## config.mk

```make
export PLATFORM = sky130hd
export DESIGN_NAME = ex_mem_stage
export DESIGN_NICKNAME = d
export VERILOG_FILES = /design/src/rtl/ex_mem_stage.sv
export SDC_FILE = /design/constraint.sdc
export NUM_CORES = 1
export LEC_CHECK = 0
export ABC_CLOCK_PERIOD_IN_PS = 5200
export CORE_MARGIN = 8
export CORE_UTILIZATION = 50
export CTS_BUF_LIST = sky130_fd_sc_hd__clkbuf_4 sky130_fd_sc_hd__clkbuf_8
export DETAILED_ROUTE_END_ITERATION = 8
export PLACE_DENSITY = 0.8
export SYNTH_ARGS = -nofsm -noshare
export SYNTH_HDL_FRONTEND = slang
export SYNTH_SLANG_ARGS = --single-unit
export TNS_END_PERCENT = 30
```

## constraint.sdc

```tcl
create_clock -name clk -period 5.2 [get_ports clk]
set_input_delay 0.52 -clock clk [delete_from_list [all_inputs] [get_ports clk]]
set_output_delay 0.52 -clock clk [all_outputs]
set_load 0.05 [all_outputs]
```

## src/rtl/ex_mem_stage.sv

```systemverilog
// ex_mem_stage: EX->MEM pipeline boundary with a valid/ready handshake and a
// two-entry (main + skid) buffer.
// The main entry drives the outputs. A beat goes into the skid entry only
// when MEM stalls while EX is still pushing. in_ready depends only on
// registered state, so there is no combinational path from out_ready.
// A synchronous flush drops both entries. The payload registers keep their
// contents.
// Optional build macro EX_MEM_FWD_EN adds the fwd_valid/fwd_rd/fwd_data
// forwarding outputs. They are taken from the main entry only.
module ex_mem_stage #(
  parameter int DATA_W     = 8,
  parameter int REG_ADDR_W = 3,
  parameter int MEM_ADDR_W = 8
) (
  input  logic                  clk,
  input  logic                  rst,
  input  logic                  flush,
  input  logic                  in_valid,
  output logic                  in_ready,
  input  logic [DATA_W-1:0]     alu_result_in,
  input  logic [DATA_W-1:0]     val_rs2_in,
  input  logic [REG_ADDR_W-1:0] rd_in,
  input  logic [MEM_ADDR_W-1:0] mem_addr_in,
  input  logic                  we_ram_in,
  input  logic                  we_rf_in,
  output logic                  out_valid,
  input  logic                  out_ready,
  output logic [DATA_W-1:0]     alu_result_out,
  output logic [DATA_W-1:0]     val_rs2_out,
  output logic [REG_ADDR_W-1:0] rd_out,
  output logic [MEM_ADDR_W-1:0] mem_addr_out,
  output logic                  we_ram_out,
`ifdef EX_MEM_FWD_EN
  output logic                  fwd_valid,
  output logic [REG_ADDR_W-1:0] fwd_rd,
  output logic [DATA_W-1:0]     fwd_data,
`endif
  output logic                  we_rf_out
);

  // One instruction's worth of EX results.
  typedef struct packed {
    logic [DATA_W-1:0]     alu;
    logic [DATA_W-1:0]     rs2;
    logic [REG_ADDR_W-1:0] rd;
    logic [MEM_ADDR_W-1:0] addr;
    logic                  we_ram;
    logic                  we_rf;
  } payload_t;

  // Buffer occupancy. The state "skid only" cannot occur because the skid
  // always drains into main first.
  typedef enum logic [1:0] {
    ST_EMPTY = 2'd0,
    ST_MAIN  = 2'd1,
    ST_FULL  = 2'd2
  } occ_t;

  occ_t     r_state;
  occ_t     w_state_nxt;
  payload_t r_main;
  payload_t r_skid;
  payload_t w_in_beat;

  logic w_main_valid;
  logic w_skid_valid;
  logic w_accept;
  logic w_drain;
  logic w_ld_main_in;
  logic w_ld_main_skid;
  logic w_ld_skid_in;

  assign w_in_beat.alu    = alu_result_in;
  assign w_in_beat.rs2    = val_rs2_in;
  assign w_in_beat.rd     = rd_in;
  assign w_in_beat.addr   = mem_addr_in;
  assign w_in_beat.we_ram = we_ram_in;
  assign w_in_beat.we_rf  = we_rf_in;

  assign w_main_valid = (r_state == ST_MAIN) || (r_state == ST_FULL);
  assign w_skid_valid = (r_state == ST_FULL);

  // Handshake terms. in_ready comes from registered state only.
  assign in_ready = ~w_skid_valid;
  assign w_accept = in_valid & in_ready;
  assign w_drain  = w_main_valid & out_ready;

  // Occupancy state register.
  always_ff @(posedge clk or posedge rst) begin
    if (rst) begin
      r_state <= ST_EMPTY;
    end else begin
      r_state <= w_state_nxt;
    end
  end

  // Next occupancy and payload steering. Flush overrides accept and drain.
  always_comb begin
    w_state_nxt    = r_state;
    w_ld_main_in   = 1'b0;
    w_ld_main_skid = 1'b0;
    w_ld_skid_in   = 1'b0;
    if (flush) begin
      w_state_nxt = ST_EMPTY;
    end else begin
      case (r_state)
        ST_EMPTY: begin
          if (w_accept) begin
            w_state_nxt  = ST_MAIN;
            w_ld_main_in = 1'b1;
          end
        end
        ST_MAIN: begin
          if (w_accept && w_drain) begin
            w_ld_main_in = 1'b1;
          end else if (w_accept) begin
            w_state_nxt  = ST_FULL;
            w_ld_skid_in = 1'b1;
          end else if (w_drain) begin
            w_state_nxt = ST_EMPTY;
          end
        end
        ST_FULL: begin
          if (w_drain) begin
            w_state_nxt    = ST_MAIN;
            w_ld_main_skid = 1'b1;
          end
        end
        default: begin
          w_state_nxt = ST_EMPTY;
        end
      endcase
    end
  end

  // Main payload. It holds its value when not loaded so the outputs stay
  // stable while idle.
  always_ff @(posedge clk or posedge rst) begin
    if (rst) begin
      r_main <= '0;
    end else if (w_ld_main_in) begin
      r_main <= w_in_beat;
    end else if (w_ld_main_skid) begin
      r_main <= r_skid;
    end
  end

  // Skid payload. It captures a beat that arrives while MEM stalls.
  always_ff @(posedge clk or posedge rst) begin
    if (rst) begin
      r_skid <= '0;
    end else if (w_ld_skid_in) begin
      r_skid <= w_in_beat;
    end
  end

  assign out_valid      = w_main_valid;
  assign alu_result_out = r_main.alu;
  assign val_rs2_out    = r_main.rs2;
  assign rd_out         = r_main.rd;
  assign mem_addr_out   = r_main.addr;
  assign we_ram_out     = r_main.we_ram & w_main_valid;
  assign we_rf_out      = r_main.we_rf & w_main_valid;

`ifdef EX_MEM_FWD_EN
  assign fwd_valid = w_main_valid & r_main.we_rf;
  assign fwd_rd    = r_main.rd;
  assign fwd_data  = r_main.alu;
`endif

endmodule

```

==> impl_metrics.ini, run 1 <==
[status]
status = complete, no violations

[cts]
cts.sinks = 60
cts_setup_buffers = 0
clkSlewWorstSetupHoldPaths_ps = 60
cts-resized-gates = 0
htree_levels = 3
hold_buffers = 0
cts_buffers = 9
cts_tree = done
clock_path_buffers = 2
clock_latency_ps = 320
cts.root.buffer_cell = clkbuf_8

[final_layout]
fin_util_pct = 63.10
final_common_cell = clkdlybuf4s50_1
final_cell_mix = clkdlybuf4s50_1 (64), dfrtp_1 (60), nand2_1 (30), mux2i_1 (30), mux2_2 (29)
fillerInstances = 463
antenna-diode-count = 0
finalNetCount = 317
area_delta_synth_final_pct = 22.50
regArea_um2 = 1501
drive_gt1_share_pct = 17.38
multi_input_area_um2 = 1023

[pwr]
p_total_mw = 2.162
cellPowerDensity_nw_per_um2 = 626.0
pwr-share-clk_pct = 16.1
p_switching_mw = 0.8900
combPwrFrac_pct = 46.5
pwr-share-seq_pct = 37.3
p_leak_nw = 1.662
internal-power_mw = 1.272
peakVddDrop_mv = 0.3073
power.share.switching_pct = 41.17

[job]
max_cap_viol_count = 0

[yosys]
synth_edf_count = 0
syn_nets = 280
synth_flop_cell = dfrtp_1
synthCells = 242
yosysWarnings = 0
synthesis.area_um2 = 2819
async_flop_share_pct = 100.0
synthDistinctLibCells = 23
ys_seq_area_share_pct = 53.26
synth-seq-cells = 60
avgSynthCellArea_um2 = 11.65

[critical_path]
crit_path_max_fanout = 5
cp_data_arrival_time_ps = 2140
crit_type = register to output pin
reg2reg_slack_ps = 2850
endpoint_kind = output pin
cp-start-kind = register
crit_required_ps = 4680

[timing]
worstMarginPinSlew_ps = 917.5
hold_ws_ps = 505.3
finalCritPeriodShare_pct = 51.24
max-slew-margin-rel_pct = 38.83
finalHoldViolCount = 0
skew_ps = 8.002
setup_viol = 0
fmax_mhz = 375.3
slew_viol_final = 0
rsz0062_at_grt = false
period_needed_ps = 2664
setup_tns_ps = 0

[floorplanning]
initial_utilization_pct = 51.51
fp.dieW_um = 91.09
rows = 27
core_area_um2 = 5473
io_pins = 65
die-area_um2 = 8296
die_y_um = 91.09

[global_route]
grt_first_pass_wirelength_um = 8901
grt_pass1_vias = 1854
antenna_found_initial = 0
overflow = 0
grt_start_max_net_pins = 61
track_usage_pct = 13.17

[routing]
vias = 1754
drcViolationCount = 0
viasPerCell = 4.955
wirelength_um = 5163
first_pass_iters = 4
dr.first_iter.drc_count = 68
wl_per_cell_um = 14.58
drt.antenna.violating_nets = 0

[placement]
dp_hpwl_um = 3495
gp_congestion = 0.7490
io_buffer_count = 64

[worst_hold_path]
hp-class = register to register
Yosys cell counts, types with 2 or more instances:
library cell | instances | area, um^2
nand2_1 | 30 | 112.6
buf_4 | 27 | 202.7
ha_1 | 4 | 50.05
buf_6 | 2 | 22.52
mux2i_1 | 30 | 300.3
dfrtp_1 | 60 | 1501
o21ai_1 | 10 | 50.05
buf_2 | 6 | 30.03
mux2_2 | 29 | 326.6
a21oi_1 | 2 | 10.01
o21ai_0 | 21 | 105.1
and2_1 | 2 | 12.51
inv_1 | 5 | 18.77
clkbuf_1 | 5 | 18.77
cell families (layout without fill, tap and decap cells):
logic type	count (synthesis)	count (layout)	share of synthesized area [%]
compound gates	36	36	6.747
fa+ha+maj	4	4	1.775
buf+inv	46	86	10.52
flops	60	60	53.26
mux	59	59	22.24
simple gates	37	37	5.459
final cells by class:
| cell class | instances | area share [%] |
|---|---|---|
| clock buffer | 11 | 4.203 |
| clock inverter | 3 | 0.4348 |
| inverter | 6 | 0.6522 |
| multi-input combinational | 136 | 29.64 |
| sequential | 60 | 43.48 |
| tap | 72 | 2.609 |
| timing repair buffer | 66 | 18.99 |
worst max-delay path, stage by stage, from the launching register on:
cell	delay [ps]
dfrtp_1	380
inv_1	90
ha_1	380
and2_1	170
clkdlybuf4s50_1	810
metal layers:
metal,up-vias,track usage (%),routed length (um)
li1,875,-,-
met1,829,15.58,2315
met2,41,21.34,2465
met3,9,4.444,313
met4,0,5.730,68
met5,-,0,0
power groups by stage:
stage | Combinational (mW) | Clock, mW | Sequential (mW)
CTS | 1.02 | 0.359 | 0.810
global route | 1.07 | 0.379 | 0.839
floorplan | 0.867 | 0 | 0.779
detailed placement | 1.02 | 0 | 0.818
global placement | 0.998 | 0 | 0.807
finish | 1.01 | 0.349 | 0.807
sequential cells by signal (all words and copies together), names as in the netlist:
register and count:
alu_result_out 8, mem_addr_out 8, r_main 2, r_skid 29, r_state 2, rd_out 3
val_rs2_out 8
through the flow:
step | cells | worst slack [ps] | area, um^2
2_1_floorplan | 242 | 3007 | 2819
3_3_place_gp | 340 | 2704 | 3293
3_5_place_dp | 340 | 2596 | 3293
4_1_cts | 354 | 2528 | 3453
5_1_grt | 354 | 2442 | 3453
6_report | 354 | 2536 | 3453
path summary, 6_finish.rpt:
path / start / endpoint / cells after the start
max: r_state[0] / we_ram_out / 4
min: r_skid[8] / r_skid[8] / 1
max reg2reg: r_state[0] / val_rs2_out[2] / 6
min reg2reg: r_skid[8] / r_skid[8] / 1
max in group asynchronous: rst / r_state[0] / 3
min in group asynchronous: rst / r_skid[15] / 3
No activity file was read; power rests on OpenSTA's default activity.
==> run 2, diff against run 1 <==
- ABC_CLOCK_PERIOD_IN_PS: 5200 -> 2300
- CORE_UTILIZATION: 50 -> 47
- PLACE_DENSITY: 0.8 -> 0.79
- clock period: 5.2 -> 2.3 ns (I/O delays scaled with it)
==> run 2 against run 1 <==
Against the previous run: cell count is 2.0% higher; critical path depth fell by 1; routed wire length increased by 7.0%; critical endpoint is now out_valid.
==> impl_metrics.ini, run 2 (synthesis gave the netlist of run 1 again) <==
[placement]
gp_congestion = 0.8152
io_buffer_count = 64
dp_hpwl_um = 3793
dpl_cell_area_um2 = 3332

[critical_path]
crit_type = register to output pin
crit_path_max_fanout = 5
cp-start-kind = register
endpoint_kind = output pin
cp_data_arrival_time_ps = 1980
crit_required_ps = 2070

[cts]
cts_setup_buffers = 0
hold_buffers = 0
htree_levels = 3
cts-resized-gates = 0
clock_path_buffers = 2
cts.sinks = 60
cts_buffers = 9
clock_latency_ps = 330
clkSlewWorstSetupHoldPaths_ps = 70
cts_tree = done
cts.root.buffer_cell = clkbuf_8

[timing]
worstMarginPinSlew_ps = 540.3
slew_viol_final = 0
period_needed_ps = 2211
setup_tns_ps = 0
setup_viol = 0
finalHoldViolCount = 0
finalCritPeriodShare_pct = 96.11
max-slew-margin-rel_pct = 63.93
rsz0062_at_grt = false
hold_ws_ps = 258.3
skew_ps = 6.037
fmax_mhz = 452.4

[global_route]
antenna_found_initial = 0
grt_pass1_vias = 1872
grt_start_max_net_pins = 59
overflow = 0
track_usage_pct = 13.60
grt_first_pass_wirelength_um = 9232

[pwr]
pwr-share-clk_pct = 23.7
peakVddDrop_mv = 0.7936
cellPowerDensity_nw_per_um2 = 1502
p_leak_nw = 1.732
pwr-share-seq_pct = 33.8
combPwrFrac_pct = 42.5
p_switching_mw = 2.059
internal-power_mw = 3.355
power.share.switching_pct = 38.03

[floorplanning]
die_y_um = 93.45
io_pins = 65
initial_utilization_pct = 48.18
core_area_um2 = 5851
fp.dieW_um = 93.45
rows = 28
die-area_um2 = 8732

[status]
status = complete, no violations

[routing]
dr.first_iter.drc_count = 56
drcViolationCount = 0
wirelength_um = 5525
wl_per_cell_um = 15.30
vias = 1787
drt.antenna.violating_nets = 0
first_pass_iters = 4
viasPerCell = 4.950

[final_layout]
top_register = r_skid
design_area_um2 = 3605
antenna-diode-count = 0
drive_gt1_share_pct = 19.23
fillerInstances = 456
fin_util_pct = 61.61
final_cell_mix = clkdlybuf4s50_1 (62), dfrtp_1 (60), nand2_1 (30), mux2i_1 (30), mux2_2 (29)
finalNetCount = 319
final_common_cell = clkdlybuf4s50_1
largest_register_ffs = 29
area_delta_synth_final_pct = 27.87

[worst_hold_path]
hp-class = input port to asynchronous set/reset pin

[job]
max_cap_viol_count = 0
run 2: cell types whose count changed in the layout (fill, tap and decap cells not counted), sizes merged:
cell           delta
clkdlybuf4s50     -2
clkinv            -3
clkbuf            +1
bufinv            +4
buf               +4
run 2: path summary, 6_finish.rpt:
check                      cells past startpoint        from                end  slack (ps)
min in group clk                               3   we_ram_in          r_main[1]         460
max                                            3  r_state[0]          out_valid          90
max reg2reg                                    7  r_state[0]     val_rs2_out[1]         170
min reg2reg                                    1   r_skid[9]          r_skid[9]         500
min                                            2         rst  alu_result_out[2]         260
max in group asynchronous                      3         rst         r_skid[13]        1460
run 2: worst max-delay path: stages (launching register included):
cell             delay [ps]
dfrtp_1                 380
inv_1                    80
ha_1                    350
clkdlybuf4s50_1         840
run 2: power groups by stage:
stage	Clock [mW]	Sequential, mW	Combinational, mW
final	1.28	1.83	2.30
after global routing	1.36	1.89	2.44
after CTS	1.31	1.83	2.34
after global placement	0	1.82	2.27
after detailed placement	0	1.85	2.33
after floorplan	0	1.76	1.96
run 2: stage by stage:
stage / setup WS [ps] / std cells / power [mW]
floorplan: 107.2 / 242 / 3.722
global placement: 337.7 / 345 / 4.094
detailed placement: 189.2 / 345 / 4.184
CTS: 66.53 / 361 / 5.485
global route: 27.09 / 361 / 5.695
finish: 89.45 / 361 / 5.415
run 2: metal layers:
layer / global-route usage (%) / share of wire (%) / vias up
met5: 0 / 0 / -
met4: 7.651 / 1.9 / 0
met3: 4.487 / 6.4 / 7
met2: 21.97 / 49 / 47
met1: 15.50 / 43 / 860
li1: - / - / 873
run 2: final cells by class:
class | instances | area, um^2 | share of cell area (%)
Tap cell | 75 | 93.84 | 2.603
Clock buffer | 12 | 152.6 | 4.235
Sequential cell | 60 | 1501 | 41.65
Timing Repair Buffer | 68 | 690.7 | 19.16
Inverter | 6 | 22.52 | 0.6248
Clock inverter | 4 | 120.1 | 3.332
Multi-Input combinational cell | 136 | 1023 | 28.39
